--- src/rtl/regfile_sb_if.sv ---
// Decode/writeback-facing bundle of the scoreboarded register file.
// The master drives addresses and requests; the slave (the register file) returns data and status.
interface regfile_sb_if #(
  parameter int XLEN  = 32,
  parameter int AW    = 5,
  parameter int NREAD = 2
);
  logic [NREAD*AW-1:0]   rs_addr;
  logic [NREAD*XLEN-1:0] rs_dout;
  logic [NREAD-1:0]      rs_busy;
  logic                  wr_en;
  logic [AW-1:0]         wr_addr;
  logic [XLEN-1:0]       wr_data;
  logic                  issue_en;
  logic [AW-1:0]         issue_rd;
  logic                  issue_ready;
  logic                  is_ecall;
  logic                  is_halted;
  logic [AW-1:0]         dbg_addr;
  logic [XLEN-1:0]       dbg_data;

  modport master (
    output rs_addr, wr_en, wr_addr, wr_data, issue_en, issue_rd, is_ecall, dbg_addr,
    input  rs_dout, rs_busy, issue_ready, is_halted, dbg_data
  );

  modport slave (
    input  rs_addr, wr_en, wr_addr, wr_data, issue_en, issue_rd, is_ecall, dbg_addr,
    output rs_dout, rs_busy, issue_ready, is_halted, dbg_data
  );
endinterface

--- src/rtl/regfile_sb.sv ---
// Pipelined-core register file: NREAD combinational read ports, one write port with optional
// same-cycle bypass, per-register pending-write scoreboard, ECALL halt detection and a debug port.
module regfile_sb #(
  parameter int          XLEN     = 32,
  parameter int          NREGS    = 32,
  parameter int          NREAD    = 2,
  parameter int          BYPASS   = 1,
  parameter int          CNTW     = 2,
  parameter int          SP_INDEX = 2,
  parameter logic [31:0] SP_RESET = 32'h0000_2ffc,
  parameter int          HALT_REG = 17,
  parameter logic [31:0] HALT_VAL = 32'd10
) (
  input logic         clk,
  input logic         rst_n,
  regfile_sb_if.slave bus
);
  localparam int             AW       = $clog2(NREGS);
  localparam logic           BYP      = (BYPASS != 0);
  localparam logic [AW-1:0]  ZERO_A   = {AW{1'b0}};
  localparam logic [AW-1:0]  HALT_IDX = AW'(HALT_REG);
  localparam logic [CNTW-1:0] CNT_ZERO = {CNTW{1'b0}};
  localparam logic [CNTW-1:0] CNT_ONE  = CNTW'(1);
  localparam logic [CNTW-1:0] CNT_MAX  = {CNTW{1'b1}};
  localparam logic [XLEN-1:0] SP_INIT  = XLEN'(SP_RESET);
  localparam logic [XLEN-1:0] HALT_CMP = XLEN'(HALT_VAL);

  logic [XLEN-1:0] regs_q [NREGS];
  logic [XLEN-1:0] regs_d [NREGS];
  logic [CNTW-1:0] cnt_q  [NREGS];
  logic [CNTW-1:0] cnt_d  [NREGS];

  logic             wr_live_s;
  logic             issue_ready_s;
  logic             issue_ok_s;
  logic             retire_ok_s;
  logic [NREGS-1:0] inc_vec_s;
  logic [NREGS-1:0] dec_vec_s;

  logic [NREAD*XLEN-1:0] rs_dout_s;
  logic [NREAD-1:0]      rs_busy_s;
  logic [XLEN-1:0]       halt_v_s;
  logic                  is_halted_s;

  // Issue/retire qualification and next-state for data array and scoreboard.
  always_comb begin
    regs_d = regs_q;
    cnt_d  = cnt_q;
    inc_vec_s = {NREGS{1'b0}};
    dec_vec_s = {NREGS{1'b0}};

    wr_live_s     = bus.wr_en && (bus.wr_addr != ZERO_A);
    issue_ready_s = (bus.issue_rd == ZERO_A) || (cnt_q[bus.issue_rd] != CNT_MAX);
    issue_ok_s    = bus.issue_en && issue_ready_s && (bus.issue_rd != ZERO_A);
    retire_ok_s   = wr_live_s && (cnt_q[bus.wr_addr] != CNT_ZERO);

    if (wr_live_s) begin
      regs_d[bus.wr_addr] = bus.wr_data;
    end else begin
      regs_d[0] = {XLEN{1'b0}};
    end

    if (issue_ok_s) begin
      inc_vec_s[bus.issue_rd] = 1'b1;
    end else begin
      inc_vec_s = {NREGS{1'b0}};
    end

    if (retire_ok_s) begin
      dec_vec_s[bus.wr_addr] = 1'b1;
    end else begin
      dec_vec_s = {NREGS{1'b0}};
    end

    // Issue and retire on the same register cancel out.
    for (int r = 1; r < NREGS; r++) begin
      case ({inc_vec_s[r], dec_vec_s[r]})
        2'b10:   cnt_d[r] = cnt_q[r] + CNT_ONE;
        2'b01:   cnt_d[r] = cnt_q[r] - CNT_ONE;
        default: cnt_d[r] = cnt_q[r];
      endcase
    end

    regs_d[0] = {XLEN{1'b0}};
    cnt_d[0]  = CNT_ZERO;
  end

  // Read ports, busy flags and halt detection, all combinational.
  always_comb begin
    rs_dout_s = {(NREAD*XLEN){1'b0}};
    rs_busy_s = {NREAD{1'b0}};
    for (int k = 0; k < NREAD; k++) begin
      logic [AW-1:0] a;
      a = bus.rs_addr[k*AW +: AW];
      if (BYP && wr_live_s && (bus.wr_addr == a)) begin
        rs_dout_s[k*XLEN +: XLEN] = bus.wr_data;
      end else begin
        rs_dout_s[k*XLEN +: XLEN] = regs_q[a];
      end
      // A retire draining the last pending write is forwarded, so the reader need not stall.
      if (BYP && retire_ok_s && (bus.wr_addr == a) && (cnt_q[a] == CNT_ONE)) begin
        rs_busy_s[k] = 1'b0;
      end else begin
        rs_busy_s[k] = (cnt_q[a] != CNT_ZERO);
      end
    end

    if (BYP && wr_live_s && (bus.wr_addr == HALT_IDX)) begin
      halt_v_s = bus.wr_data;
    end else begin
      halt_v_s = regs_q[HALT_IDX];
    end
    is_halted_s = bus.is_ecall && (halt_v_s == HALT_CMP);
  end

  assign bus.rs_dout     = rs_dout_s;
  assign bus.rs_busy     = rs_busy_s;
  assign bus.issue_ready = issue_ready_s;
  assign bus.is_halted   = is_halted_s;
  assign bus.dbg_data    = regs_q[bus.dbg_addr];

  // State registers; reset clears everything except the stack-pointer preset.
  always_ff @(posedge clk or negedge rst_n) begin
    if (!rst_n) begin
      for (int i = 0; i < NREGS; i++) begin
        regs_q[i] <= ((i == SP_INDEX) && (i != 0)) ? SP_INIT : {XLEN{1'b0}};
        cnt_q[i]  <= CNT_ZERO;
      end
    end else begin
      regs_q <= regs_d;
      cnt_q  <= cnt_d;
    end
  end
endmodule

--- src/flat_wrapper.sv ---
// flat-port wrapper written by rule: the top's interface ports become plain ports
module regfile_sb_flat 
#(
  parameter int          XLEN     = 32,
  parameter int          NREGS    = 32,
  parameter int          NREAD    = 2,
  parameter int          BYPASS   = 1,
  parameter int          CNTW     = 2,
  parameter int          SP_INDEX = 2,
  parameter logic [31:0] SP_RESET = 32'h0000_2ffc,
  parameter int          HALT_REG = 17,
  parameter logic [31:0] HALT_VAL = 32'd10
)
  (clk, rst_n, bus_rs_addr, bus_wr_en, bus_wr_addr, bus_wr_data, bus_issue_en, bus_issue_rd, bus_is_ecall, bus_dbg_addr, bus_rs_dout, bus_rs_busy, bus_issue_ready, bus_is_halted, bus_dbg_data);
  regfile_sb_if #(.XLEN(XLEN), .AW(5), .NREAD(NREAD)) bus_i ();
  input logic clk;
  input logic rst_n;
  input wire logic [$bits(bus_i.rs_addr)-1:0] bus_rs_addr;
  input wire logic [$bits(bus_i.wr_en)-1:0] bus_wr_en;
  input wire logic [$bits(bus_i.wr_addr)-1:0] bus_wr_addr;
  input wire logic [$bits(bus_i.wr_data)-1:0] bus_wr_data;
  input wire logic [$bits(bus_i.issue_en)-1:0] bus_issue_en;
  input wire logic [$bits(bus_i.issue_rd)-1:0] bus_issue_rd;
  input wire logic [$bits(bus_i.is_ecall)-1:0] bus_is_ecall;
  input wire logic [$bits(bus_i.dbg_addr)-1:0] bus_dbg_addr;
  output wire logic [$bits(bus_i.rs_dout)-1:0] bus_rs_dout;
  output wire logic [$bits(bus_i.rs_busy)-1:0] bus_rs_busy;
  output wire logic [$bits(bus_i.issue_ready)-1:0] bus_issue_ready;
  output wire logic [$bits(bus_i.is_halted)-1:0] bus_is_halted;
  output wire logic [$bits(bus_i.dbg_data)-1:0] bus_dbg_data;
  assign bus_i.rs_addr = bus_rs_addr;
  assign bus_i.wr_en = bus_wr_en;
  assign bus_i.wr_addr = bus_wr_addr;
  assign bus_i.wr_data = bus_wr_data;
  assign bus_i.issue_en = bus_issue_en;
  assign bus_i.issue_rd = bus_issue_rd;
  assign bus_i.is_ecall = bus_is_ecall;
  assign bus_i.dbg_addr = bus_dbg_addr;
  assign bus_rs_dout = bus_i.rs_dout;
  assign bus_rs_busy = bus_i.rs_busy;
  assign bus_issue_ready = bus_i.issue_ready;
  assign bus_is_halted = bus_i.is_halted;
  assign bus_dbg_data = bus_i.dbg_data;
  regfile_sb #(.XLEN(XLEN), .NREGS(NREGS), .NREAD(NREAD), .BYPASS(BYPASS), .CNTW(CNTW), .SP_INDEX(SP_INDEX), .SP_RESET(SP_RESET), .HALT_REG(HALT_REG), .HALT_VAL(HALT_VAL)) u_core (.clk(clk), .rst_n(rst_n), .bus(bus_i));
endmodule
--- config.mk ---
export PLATFORM = sky130hd
export DESIGN_NAME = regfile_sb_flat
export DESIGN_NICKNAME = d
export VERILOG_FILES = /design/src/rtl/regfile_sb_if.sv /design/src/rtl/regfile_sb.sv /design/src/flat_wrapper.sv
export SDC_FILE = /design/constraint.sdc
export NUM_CORES = 2
export LEC_CHECK = 0
export CAP_MARGIN = 10
export CORE_ASPECT_RATIO = 1.2
export CORE_MARGIN = 10
export CORE_UTILIZATION = 35
export CTS_BUF_LIST = sky130_fd_sc_hd__clkbuf_2 sky130_fd_sc_hd__clkbuf_4 sky130_fd_sc_hd__clkbuf_8
export DETAILED_ROUTE_END_ITERATION = 12
export HOLD_SLACK_MARGIN = 0.03
export PLACE_DENSITY = 0.47
export SYNTH_ARGS = -nofsm -noshare
export SYNTH_HDL_FRONTEND = slang
export SYNTH_SLANG_ARGS = --single-unit
--- constraint.sdc ---
create_clock -name clk -period 6 [get_ports clk]
set_clock_uncertainty 0.05 [all_clocks]
set_input_delay 1.2 -clock clk [delete_from_list [all_inputs] [get_ports clk]]
set_output_delay 1.2 -clock clk [all_outputs]
set_load 0.05 [all_outputs]
==> run summary <==
Status: completed
Die width: 419 um
Initial core utilization: 0.352
Clock buffer count from CTS: 197
Final Setup Violations: 0
Largest net degree at the start of global routing: 148
# hold bufs at CTS: 0
Critical Path, Cell by Cell: clkdlybuf4s50_1 -> nor4b_4 -> nand3_4 -> buf_4 -> nor3_1 -> a21oi_1 -> nor4bb_2 -> buf_4 -> buf_12
Max-cap violations: 0
PwrDens: 334 nW/um^2
Ys async rst share: 1.00
Share of layout cells above drive strength 1: 0.618
Detail Route Antenna Nets: 0
Global placement routability congestion: 0.822
Mean Syn Cell Area: 15.8 um^2
Min-delay worst type: in2async
Crit path buffers/inverters: 4
Startpoint Class: input pin
CORE AREA: 190000 um^2
Fin crit share: 0.972
DRC Markers: 0
Final wirelength: 252000 um
Sequential element share of the synthesized area: 0.395
Max IR drop VDD: 0.272 mV
Post-synth top cells: 1101 x mux2_2, 1043 x dfrtp_1, 909 x mux4_2, 230 x clkbuf_1, 179 x buf_2
Critical Path Max Stage Delay: 0.64 ns
Fin area: 76900 um^2
Crit path arrival time: 4.58 ns
Critical Path RT: 4.75 ns
Die Y: 499 um
IO buf count: 161
Yosys cell types: 66
Worst R2R Path Depth: 10
Post-synth top area share: 0.391
Fillcell total: 17400
Number of global-route vias before repair: 45600
Critical path capture point type: output port
Clock-pin slew on the worst setup and hold paths: 0.06 ns
Setup bufs post-CTS: 0
Most frequent cell after synthesis: mux2_2
Top_reg_cell synth: dfrtp_1
Post-synthesis net count: 4334
Delay-heaviest family, CP: simple AND/OR/NAND/NOR gates
DR pass1 iterations: 5
Area occupied by multi-input gates: 38500 um^2
Resized cells post-CTS: 3
Post-layout util: 0.406
Grt total ovfl: 0
Maximum clock path buffer count: 3
Final Hold Viols: 0
CTS tree: done
Root Buffer: clkbuf_8
Iteration-0 DRC Markers: 3517
H-tree depth: 4
RSZ-0062 raised after global routing: no
Layout net count: 4424
Area grow syn2layout: 15.1%
GRT Util Overall: 0.240
Final-report max-slew violation count: 0
Min cycle time layout: 5.83 ns
Die area: 209000 um^2
Leading area contributor after synthesis: dfrtp_1
I/O pins: 162
Vias/cell: 6.22
Synth Instances: 4241
Vias: 43400
Clock latency on the worst-skew pair: 0.97 ns
Critical R2R Capture: u_core.cnt_q[45]$_DFFE_PN0P_
Headroom to the max-slew limit: 0.240
HPWL Detailed: 155000 um
Register area: 26400 um^2
Fmax: 171 MHz
Number of enable flip-flop cells after synthesis: 0
CP max FO: 20
Synth warn: 0
Critical R2R Launch: u_core.cnt_q[55]$_DFFE_PN0P_
First-pass GRT wire length: 362000 um
R2r setup slk: 2.94 ns
Sink Count: 1054
Dpl cell area: 72600 um^2
Crit Path Category: in2out
Slowest stage cell, crit path: nor4bb_2
Rows: 175
Post-Synthesis Cell Area: 66800 um^2
Seq cells post-synth: 1054
P_leak: 31.2 nW
Routed len/inst: 36.2 um
Tightest Pin Transition: 1.14 ns
Cell repeated most along the worst path: buf_4
Antenna violations before repair: 5
Top area cells in the synthesized netlist: dfrtp_1 39%, mux4_2 31%, mux2_2 19%
## layout by cell type (no fill, tap or decap), types with 5 or more instances in the layout
cell	n
nand3_1	38
xnor2_1	68
mux4_2	909
nor2b_1	8
nor2_4	18
clkbuf_8	248
xor2_1	35
o221a_1	64
clkinvlp_4	6
nor3_2	10
a22oi_1	12
mux2_2	1101
nand2b_1	68
dfstp_2	11
buf_4	198
nor2_1	66
clkdlybuf4s50_1	48
nor3_1	24
buf_12	123
o211ai_1	5
dfrtp_1	1043
a22o_1	95
nor3b_1	6
nor4_1	9
mux2_1	25
nand2_1	15
clkbuf_4	60
a211oi_1	5
mux2i_1	6
clkinv_2	32
buf_8	9
ha_1	31
## kinds of logic after synthesis
family | share of synthesized area
compound gates | 0.0293
simple gates | 0.0265
buf+inv | 0.0331
fa+ha+maj | 0.00580
xor+xnor | 0.0135
mux | 0.497
flops | 0.395
## routing by layer
| layer | part of all wire | global-route usage | up-vias |
|---|---|---|---|
| li1 | - | - | 17300 |
| met5 | 0.00015 | 0 | - |
| met3 | 0.048 | 0.0324 | 376 |
| met4 | 0.031 | 0.0759 | 6 |
| met2 | 0.49 | 0.394 | 1412 |
| met1 | 0.43 | 0.328 | 24200 |
## worst max path at each step
stage	startpoint	to	slack (ns)	cells after the start
after floorplan	bus_wr_addr[1]	bus_is_halted	0.79	6
after global placement	bus_wr_data[5]	bus_is_halted	-0.36	8
after detailed placement	bus_wr_data[5]	bus_is_halted	-0.35	8
after CTS	bus_wr_addr[2]	bus_is_halted	0.13	9
after global routing	bus_wr_addr[2]	bus_is_halted	0.08	9
final	bus_wr_addr[2]	bus_is_halted	0.17	9
## where the power goes
group | internal, mW | switching, mW | total, mW
clock network | 4.27 | 3.42 | 7.69
logic | 4.49 | 3.20 | 7.69
registers | 8.63 | 1.70 | 10.3
total | 17.4 | 8.32 | 25.7
## per-stage QoR
step	instances	setup slack [ns]	setup TNS (ns)	total power, mW	hold WS, ns
2_1_floorplan	4241	0.791	0	15.3	0.431
3_3_place_gp	6610	-0.364	-0.364	18.0	0.457
3_5_place_dp	6610	-0.345	-0.345	18.1	0.470
4_1_cts	6969	0.132	0	25.9	0.220
5_1_grt	6970	0.0806	0	26.9	0.274
6_report	6972	0.168	0	25.7	0.276
## state kept, by name, indices dropped and copies added (netlist names)
| signal | count |
|---|---|
| u_core.regs_q | 992 |
| u_core.cnt_q | 62 |
## area by class of cell
type | count | area share
Inverter | 1 | 0.0000488
Antenna cell | 3 | 0.0000976
Timing Repair Buffer | 382 | 0.0599
Sequential cell | 1054 | 0.343
Tap cell | 2478 | 0.0403
Clock inverter | 51 | 0.00555
Clock buffer | 308 | 0.0502
Multi-Input combinational cell | 2695 | 0.501
No activity file was read; power rests on OpenSTA's default activity.
